<file path="src/rtl/quad_pkg.sv">
// quad_pkg: shared types and helpers for the quadrature generator.
// FSM state enum, minimum step period, phase-to-A/B encoder.
package quad_pkg;

  typedef enum logic {
    IDLE = 1'b0,
    RUN  = 1'b1
  } state_e;

  localparam int MIN_PERIOD = 2;

  // {A,B} for a 2-bit phase; forward order 00,10,11,01
  function automatic logic [1:0] ab_encode(
    input logic [1:0] p
  );
    return {p[1] ^ p[0], p[1]};
  endfunction

endpackage

</file>
<file path="src/rtl/quad_tick.sv">
// quad_tick: step-period divider, one-cycle tick at terminal count.
// in: clk, rst_n, run, enable, period; out: tick.
module quad_tick
  import quad_pkg::*;
#(
  parameter int DIV_W = 16
) (
  input  logic             clk,
  input  logic             rst_n,
  input  logic             run,
  input  logic             enable,
  input  logic [DIV_W-1:0] period,
  output logic             tick
);

  logic [DIV_W-1:0] div_q;
  logic [DIV_W-1:0] term;

  // period 0/1 clamp to MIN_PERIOD so edges stay >= 2 cycles apart
  assign term = (period < DIV_W'(MIN_PERIOD))
              ? DIV_W'(MIN_PERIOD - 1)
              : period - DIV_W'(1);

  assign tick = run & enable & (div_q == term);

  // a shrunk period leaves div_q past term: wrap with no tick
  always_ff @(posedge clk or negedge rst_n) begin
    if (!rst_n) begin
      div_q <= '0;
    end else if (!run) begin
      div_q <= '0;
    end else if (enable) begin
      if (div_q >= term) div_q <= '0;
      else               div_q <= div_q + DIV_W'(1);
    end
  end

endmodule

</file>
<file path="src/rtl/quad_gen.sv">
// quad_gen: drives quadA/quadB edges until position reaches target.
// in: clk, rst_n, enable, target, target_valid, period; out: quadA, quadB, position, busy, done.
module quad_gen
  import quad_pkg::*;
#(
  parameter int CNT_W = 32,
  parameter int DIV_W = 16
) (
  input  logic                    clk,
  input  logic                    rst_n,
  input  logic                    enable,
  input  logic signed [CNT_W-1:0] target,
  input  logic                    target_valid,
  input  logic        [DIV_W-1:0] period,
  output logic                    quadA,
  output logic                    quadB,
  output logic signed [CNT_W-1:0] position,
  output logic                    busy,
  output logic                    done
);

  state_e                  state_q;
  state_e                  state_d;
  logic              [1:0] phase_q;
  logic              [1:0] phase_d;
  logic signed [CNT_W-1:0] pos_d;
  logic signed [CNT_W-1:0] tgt_q;
  logic signed [CNT_W-1:0] tgt_d;
  logic                    done_d;
  logic                    fwd;
  logic                    run;
  logic                    tick;
  logic              [1:0] ab_d;

  assign run = (state_q == RUN);

  quad_tick #(
    .DIV_W (DIV_W)
  ) u_tick (
    .clk    (clk),
    .rst_n  (rst_n),
    .run    (run),
    .enable (enable),
    .period (period),
    .tick   (tick)
  );

  always_comb begin
    state_d = state_q;
    phase_d = phase_q;
    pos_d   = position;
    tgt_d   = tgt_q;
    done_d  = 1'b0;
    fwd     = (tgt_q > position);
    unique case (state_q)
      IDLE: begin
        if (target_valid) begin
          tgt_d = target;
          if (target != position) state_d = RUN;
        end
      end
      RUN: begin
        // edge direction uses the target held before any new strobe
        if (tick) begin
          if (fwd) begin
            phase_d = phase_q + 2'd1;
            pos_d   = position + CNT_W'(1);
          end else begin
            phase_d = phase_q - 2'd1;
            pos_d   = position - CNT_W'(1);
          end
        end
        if (target_valid) tgt_d = target;
        if (pos_d == tgt_d) begin
          state_d = IDLE;
          done_d  = 1'b1;
        end
      end
      default: state_d = IDLE;
    endcase
    ab_d = ab_encode(phase_d);
  end

  always_ff @(posedge clk or negedge rst_n) begin
    if (!rst_n) begin
      state_q  <= IDLE;
      phase_q  <= 2'd0;
      position <= '0;
      tgt_q    <= '0;
      quadA    <= 1'b0;
      quadB    <= 1'b0;
      busy     <= 1'b0;
      done     <= 1'b0;
    end else begin
      state_q  <= state_d;
      phase_q  <= phase_d;
      position <= pos_d;
      tgt_q    <= tgt_d;
      quadA    <= ab_d[1];
      quadB    <= ab_d[0];
      busy     <= (state_d == RUN);
      done     <= done_d;
    end
  end

endmodule

</file>
<file path="config.mk">
export PLATFORM = sky130hd
export DESIGN_NAME = quad_gen
export DESIGN_NICKNAME = d
export VERILOG_FILES = /design/src/rtl/quad_pkg.sv /design/src/rtl/quad_tick.sv /design/src/rtl/quad_gen.sv
export SDC_FILE = /design/constraint.sdc
export NUM_CORES = 1
export LEC_CHECK = 0
export CAP_MARGIN = 15
export CORE_MARGIN = 2
export CORE_UTILIZATION = 40
export DETAILED_ROUTE_END_ITERATION = 10
export DONT_BUFFER_PORTS = 1
export GPL_ROUTABILITY_DRIVEN = 0
export SYNTH_ARGS = -nofsm -noshare
export SYNTH_HDL_FRONTEND = slang
export SYNTH_HIERARCHICAL = 1
export SYNTH_SLANG_ARGS = --single-unit
</file>
<file path="constraint.sdc">
create_clock -name clk -period 12.5 [get_ports clk]
set_clock_uncertainty 0.05 [all_clocks]
set_input_delay 1.875 -clock clk [delete_from_list [all_inputs] [get_ports clk]]
set_output_delay 1.875 -clock clk [all_outputs]
set_load 0.1 [all_outputs]
</file>
* Yosys cells after proc, flatten, opt, wreduce, memory -nomap -nowiden *
Index checks and enable logic that the tools add are counted.

operators by class
  add/subtract/negate cells = 6
  order comparisons = 3
  equality and inequality tests = 4
  muxes and demuxes = 19
  bitwise logic cells = 4

operators by type and width
  cell                     count
  $mux W32                 5
  $mux W16                 4
  $pmux W32 S2             1
  $add A32 B2 Y32 const B  1
  $eq A32 B32 Y1           1
  $gt A32 B32 Y1           1
  $ne A32 B32 Y1           1
  $sub A32 B2 Y32 const B  1
  $add A16 B1 Y16 const B  1
  $eq A16 B16 Y1           1
  $ge A16 B16 Y1           1
  $lt A16 B2 Y1 const B    1
  $sub A16 B1 Y16 const B  1
  $mux W2                  3
  $mux W1                  5
  $add A2 B1 Y2 const B    1
  $and A1 B1 Y1            2
  $ne A2 B2 Y1 const B     1
  $pmux W1 S2              1
  $sub A2 B1 Y2 const B    1
  $not A1 Y1               1
  $xor A1 B1 Y1            1

storage, ports and cells
  register bits = 86
  bits of input ports = 52
  output and inout bits = 36

* Logic depth before layout (Yosys ltp) *
  word-level depth = 9
  depth in mapped cells = 22
  depth with buffers taken out = 21

* Modules after synthesis *
Netlist, hierarchy kept.

modules (own cells, without submodules)
  module     instances  cells an instance  area each (um^2)
  quad_gen   1          794                6710.2
  quad_tick  1          209                1605.3

* Worst setup path before layout *
Ideal clock, no wire load.

  kind = input to register
  from = input period[9]
  to = register state_q (netlist: run)
  arrival = 6.917 ns
  path slack = 5.393 ns
  cell stages on the path = 20
  buffers on the path = 1
  cells stage by stage = or4_4 or3_4 or4_4 nor3_2 a21oi_1 ha_1 nand4_1 nor4_1 inv_1 nor3_1 clkbuf_1 o21ai_0 xnor2_1 a2111o_1 nor4b_2 nand4_1 or4b_1 nor4_1 o2111a_1 a41oi_1

on the way
  word-level cells in the longest chain between the ends = 9
  elaborated cells on any way between the ends = 10
  classes of those cells = add/sub: 1; order compare: 1; eq/ne: 2; mux: 5; bitwise: 1

RTL lines
  item                                              line                              source
  start: declaration                                quad_gen.sv:14                    input logic [DIV_W-1:0] period,
  $sub A16 B1 Y16 or $lt A16 B2 Y1 (tied branches)  quad_tick.sv:22, quad_tick.sv:20
  $mux W16 *                                        quad_tick.sv:21                   ? DIV_W'(MIN_PERIOD - 1)
  $eq A16 B16 Y1 *                                  quad_tick.sv:24                   assign tick = run & enable & (div_q == term);
  $and A1 B1 Y1 *                                   quad_tick.sv:24
  via tick                                          quad_gen.sv:32                    logic tick;
  $mux W32 *                                        quad_gen.sv:64                    if (tick) begin
  $mux W32 *                                        quad_gen.sv:55                    unique case (state_q)
  $eq A32 B32 Y1 *                                  quad_gen.sv:74                    if (pos_d == tgt_d) begin
  $mux W1 *                                         quad_gen.sv:74
  $pmux W1 S2 *                                     quad_gen.sv:55
  via state_d                                       quad_gen.sv:23                    state_e state_d;
  end signal: assignment                            quad_gen.sv:95                    state_q <= state_d;
  end: declaration                                  quad_gen.sv:22                    state_e state_q;

Mark *: on every way through the listed nets, which the timed path passes. The rest lies on a longest branch. The select of a mux whose other input is x is not followed.
A chain may end at the register's enable or synchronous reset.

* Final worst setup path *
Ends and elaborated chain as after synthesis.

==> qor.yml <==
outcome:
  status: "finished clean"
finish:
  fillers: 2049
  mostFrequentLayoutCell: "nand2_1"
  fin_util_pct: 44.11
  multiInputGateArea_um2: 5759
  final_nets: 1134
  mostFrequentLayoutCells: "116 x nand2_1, 85 x dfrtp_1, 81 x ha_1"
  layout.area.seq_um2: 2127
  drive_gt1_share_pct: 7.562
  syn_to_final_growth_pct: 7.689
  diodes: 0
critical_path:
  worstPathArrival_ns: 8.33
  worst-path-buf-inv: 3
  crit_chain: "or4_4, or3_4, or4_4, nor3_2, a21oi_1, ha_1, nand4_1, nor4_1, inv_1, nor3_2, buf_4, inv_1, or4_1, and4_1, a211oi_1, nand4_1, or4b_1, nor4_1, o2111a_1, a41oi_1"
  slowest_stage: "or4_1"
  critPathKind: "input pin to flip-flop"
  rrSetupSlack_ns: 5.47
  cp_top_family: "simple AND/OR/NAND/NOR gates"
  cp-end-kind: "flip-flop"
  slowest_delay_ns: 0.66
  cp_max_fo: 56
  worstRegToRegCells: 19
  start_kind: "input pin"
  critical_path_required_ns: 12.67
  crit_start: "period[9]"
  crit-reg2reg-capture: "run"
  rr_startpoint: "position[30]"
run:
  maxCapViolCount: 0
drt:
  vias_per_cell: 5.933
  routed_wl_um: 25640
  route.detailed.drc: 0
  routedWlPerCell_um: 20.11
  drtAntennaViolNets: 0
  drt_iter0_markers: 656
  vias: 7564
  drt_first_pass_iters: 6
die:
  initial_core_util_pct: 40.96
  core_area_um2: 20300
  die_width_um: 148.2
  rows: 52
  die_h_um: 148.2
  design.die.area_um2: 21960
  ios: 88
clock_tree:
  clk_path_buf_depth: 2
  insertion_delay_ns: 0.36
  cts_sinks: 85
  cts_root_buffer: "clkbuf_16"
  post_cts_resize_count: 0
  cts_setup_buffers: 0
  path_clk_slew_ns: 0.07
  cts_buffers: 9
  hold_buffers: 0
  tritoncts: "done"
  htreeDepth: 3
yosys:
  avgSynthCellArea_um2: 8.291
  ys_types: 81
  yosysWarnings: 6
  synth-seq-cells: 85
  synth_edf_count: 0
  synthesis.area_um2: 8315
  ys_async_sr_fraction_pct: 100.0
  synth_ff_type: "dfrtp_1"
  syn-num-nets: 1137
  synthCells: 1003
  ys_seq_area_share_pct: 25.58
placement:
  dp_hpwl_um: 19670
  dp_slack_ns: 4.025
  io_buffers: 0
hold_path:
  hold_path_depth: 1
  min_path_type: "flip-flop to flip-flop"
  hp-start: "u_tick/div_q[15]"
  min_to: "u_tick/div_q[15]"
power:
  vdd_drop_max_mv: 0.07332
  total_power_mw: 1.007
  power-per-cell-area_nw_per_um2: 112.4
  leakagePower_nw: 3.744
timing:
  min_period_ns: 8.157
  maxSlewViolCount: 0
  relSlewSlack_pct: 25.44
  worstMarginPinSlew_ns: 1.118
  hold_violations: 0
  achievable-frequency_mhz: 122.6
  finalSetupTns_ns: 0
  holdWs_ns: 0.4674
  fin_ws_ns: 4.343
  finalSetupViolCount: 0
  period_share_pct: 65.26
  rsz0062_at_grt: "false"
global_routing:
  grt_overflow: 0
  grt_pass1_wl_um: 40400
  grt_antenna_before_repair: 0
  grt_max_degree: 86
  first_global_vias: 7277
  grt_usage_pct: 23.62
[metrics by stage]
step / instance area [µm²] / cells
2_1_floorplan: 8315 / 1003
3_3_place_gp: 8645 / 1258
3_5_place_dp: 8645 / 1258
4_1_cts: 8947 / 1274
5_1_grt: 8955 / 1275
6_report: 8955 / 1275
[metal layers]
metal | vias to the layer above | share of wire (%) | routed length, µm | track usage (%)
met5 | - | 0 | 0 | 0
met4 | 0 | 2.6 | 658 | 8.190
met3 | 36 | 6.6 | 1701 | 4.018
met2 | 245 | 44 | 11400 | 36.97
met1 | 3617 | 46 | 11870 | 33.03
li1 | 3666 | - | - | -
[how the worst max path moves through the flow]
stage                     cells past startpoint  slack, ns  end
after detailed placement                     20       4.02  run
after CTS                                    20       4.37  run
after global placement                       20       4.05  run
final                                        20       4.34  run
after global routing                         20       3.81  run
after floorplan                              20       5.39  run
[registers in the layout, indices dropped and copies added, names as in the netlist]
name	count
u_tick/div_q	16
run	1
quadA	1
tgt_q	32
position	32
phase_q	2
done	1
[synth_stat cells (4+ instances only)]
master,number,area (µm²)
mux2i_1,19,190.2
o2111ai_1,4,35.03
a21oi_1,60,300.3
mux2_2,20,225.2
xor2_1,30,262.8
o21bai_1,4,30.03
a211oi_1,13,97.59
o21ai_1,6,30.03
ha_1,81,1013
clkbuf_1,21,78.83
nand3b_1,4,30.03
nor2_1,55,206.5
and3_1,4,25.02
o21ai_0,64,320.3
xnor2_1,72,630.6
or3_1,12,75.07
inv_1,73,274.0
nand3_1,27,135.1
o211ai_1,12,90.09
o22ai_1,4,25.02
dfrtp_1,85,2127
a31oi_1,18,112.6
nand4_1,30,187.7
a21o_1,15,112.6
nand2_1,116,435.4
nand2b_1,6,37.54
a311oi_1,4,35.03
nor4_1,14,87.58
or4_1,4,30.03
buf_2,7,35.03
nor3_1,21,105.1
o31ai_1,6,45.04
nor2b_1,5,31.28
and4_1,4,35.03
[report_power, final]
| part | leakage, nW | switching (mW) | internal (mW) |
|---|---|---|---|
| clock network | 0.146 | 0.123 | 0.161 |
| registers | 1.03 | 0.0154 | 0.290 |
| logic | 2.57 | 0.258 | 0.159 |
[kinds of logic after synthesis]
| kind of cell | Yosys count | synth area share (%) |
|---|---|---|
| AOI/OAI and AO/OA | 257 | 20.07 |
| xor gates and xnor gates | 104 | 11.28 |
| adders and majority gates | 82 | 12.43 |
| buffers and inverters | 108 | 5.357 |
| DFF | 85 | 25.58 |
| muxes | 44 | 5.959 |
| and+or+nand+nor | 323 | 19.32 |
[cell type report]
cell class / count / area share [%]
clock buffer: 11 / 2.711
inverter: 74 / 3.102
tap: 270 / 3.773
clock inverter: 5 / 0.6707
multi-input combinational: 810 / 64.31
sequential: 85 / 23.75
timing repair buffer: 20 / 1.677
[worst reg2reg max path: cells and delay by family (launching register included)]
family          cells  cell delay [ns]
compound gates     11             3.46
buf+inv             2             0.52
simple gates        4             1.03
fa+ha+maj           2             0.77
flops               1             1.07
No activity file was read; power rests on OpenSTA's default activity.
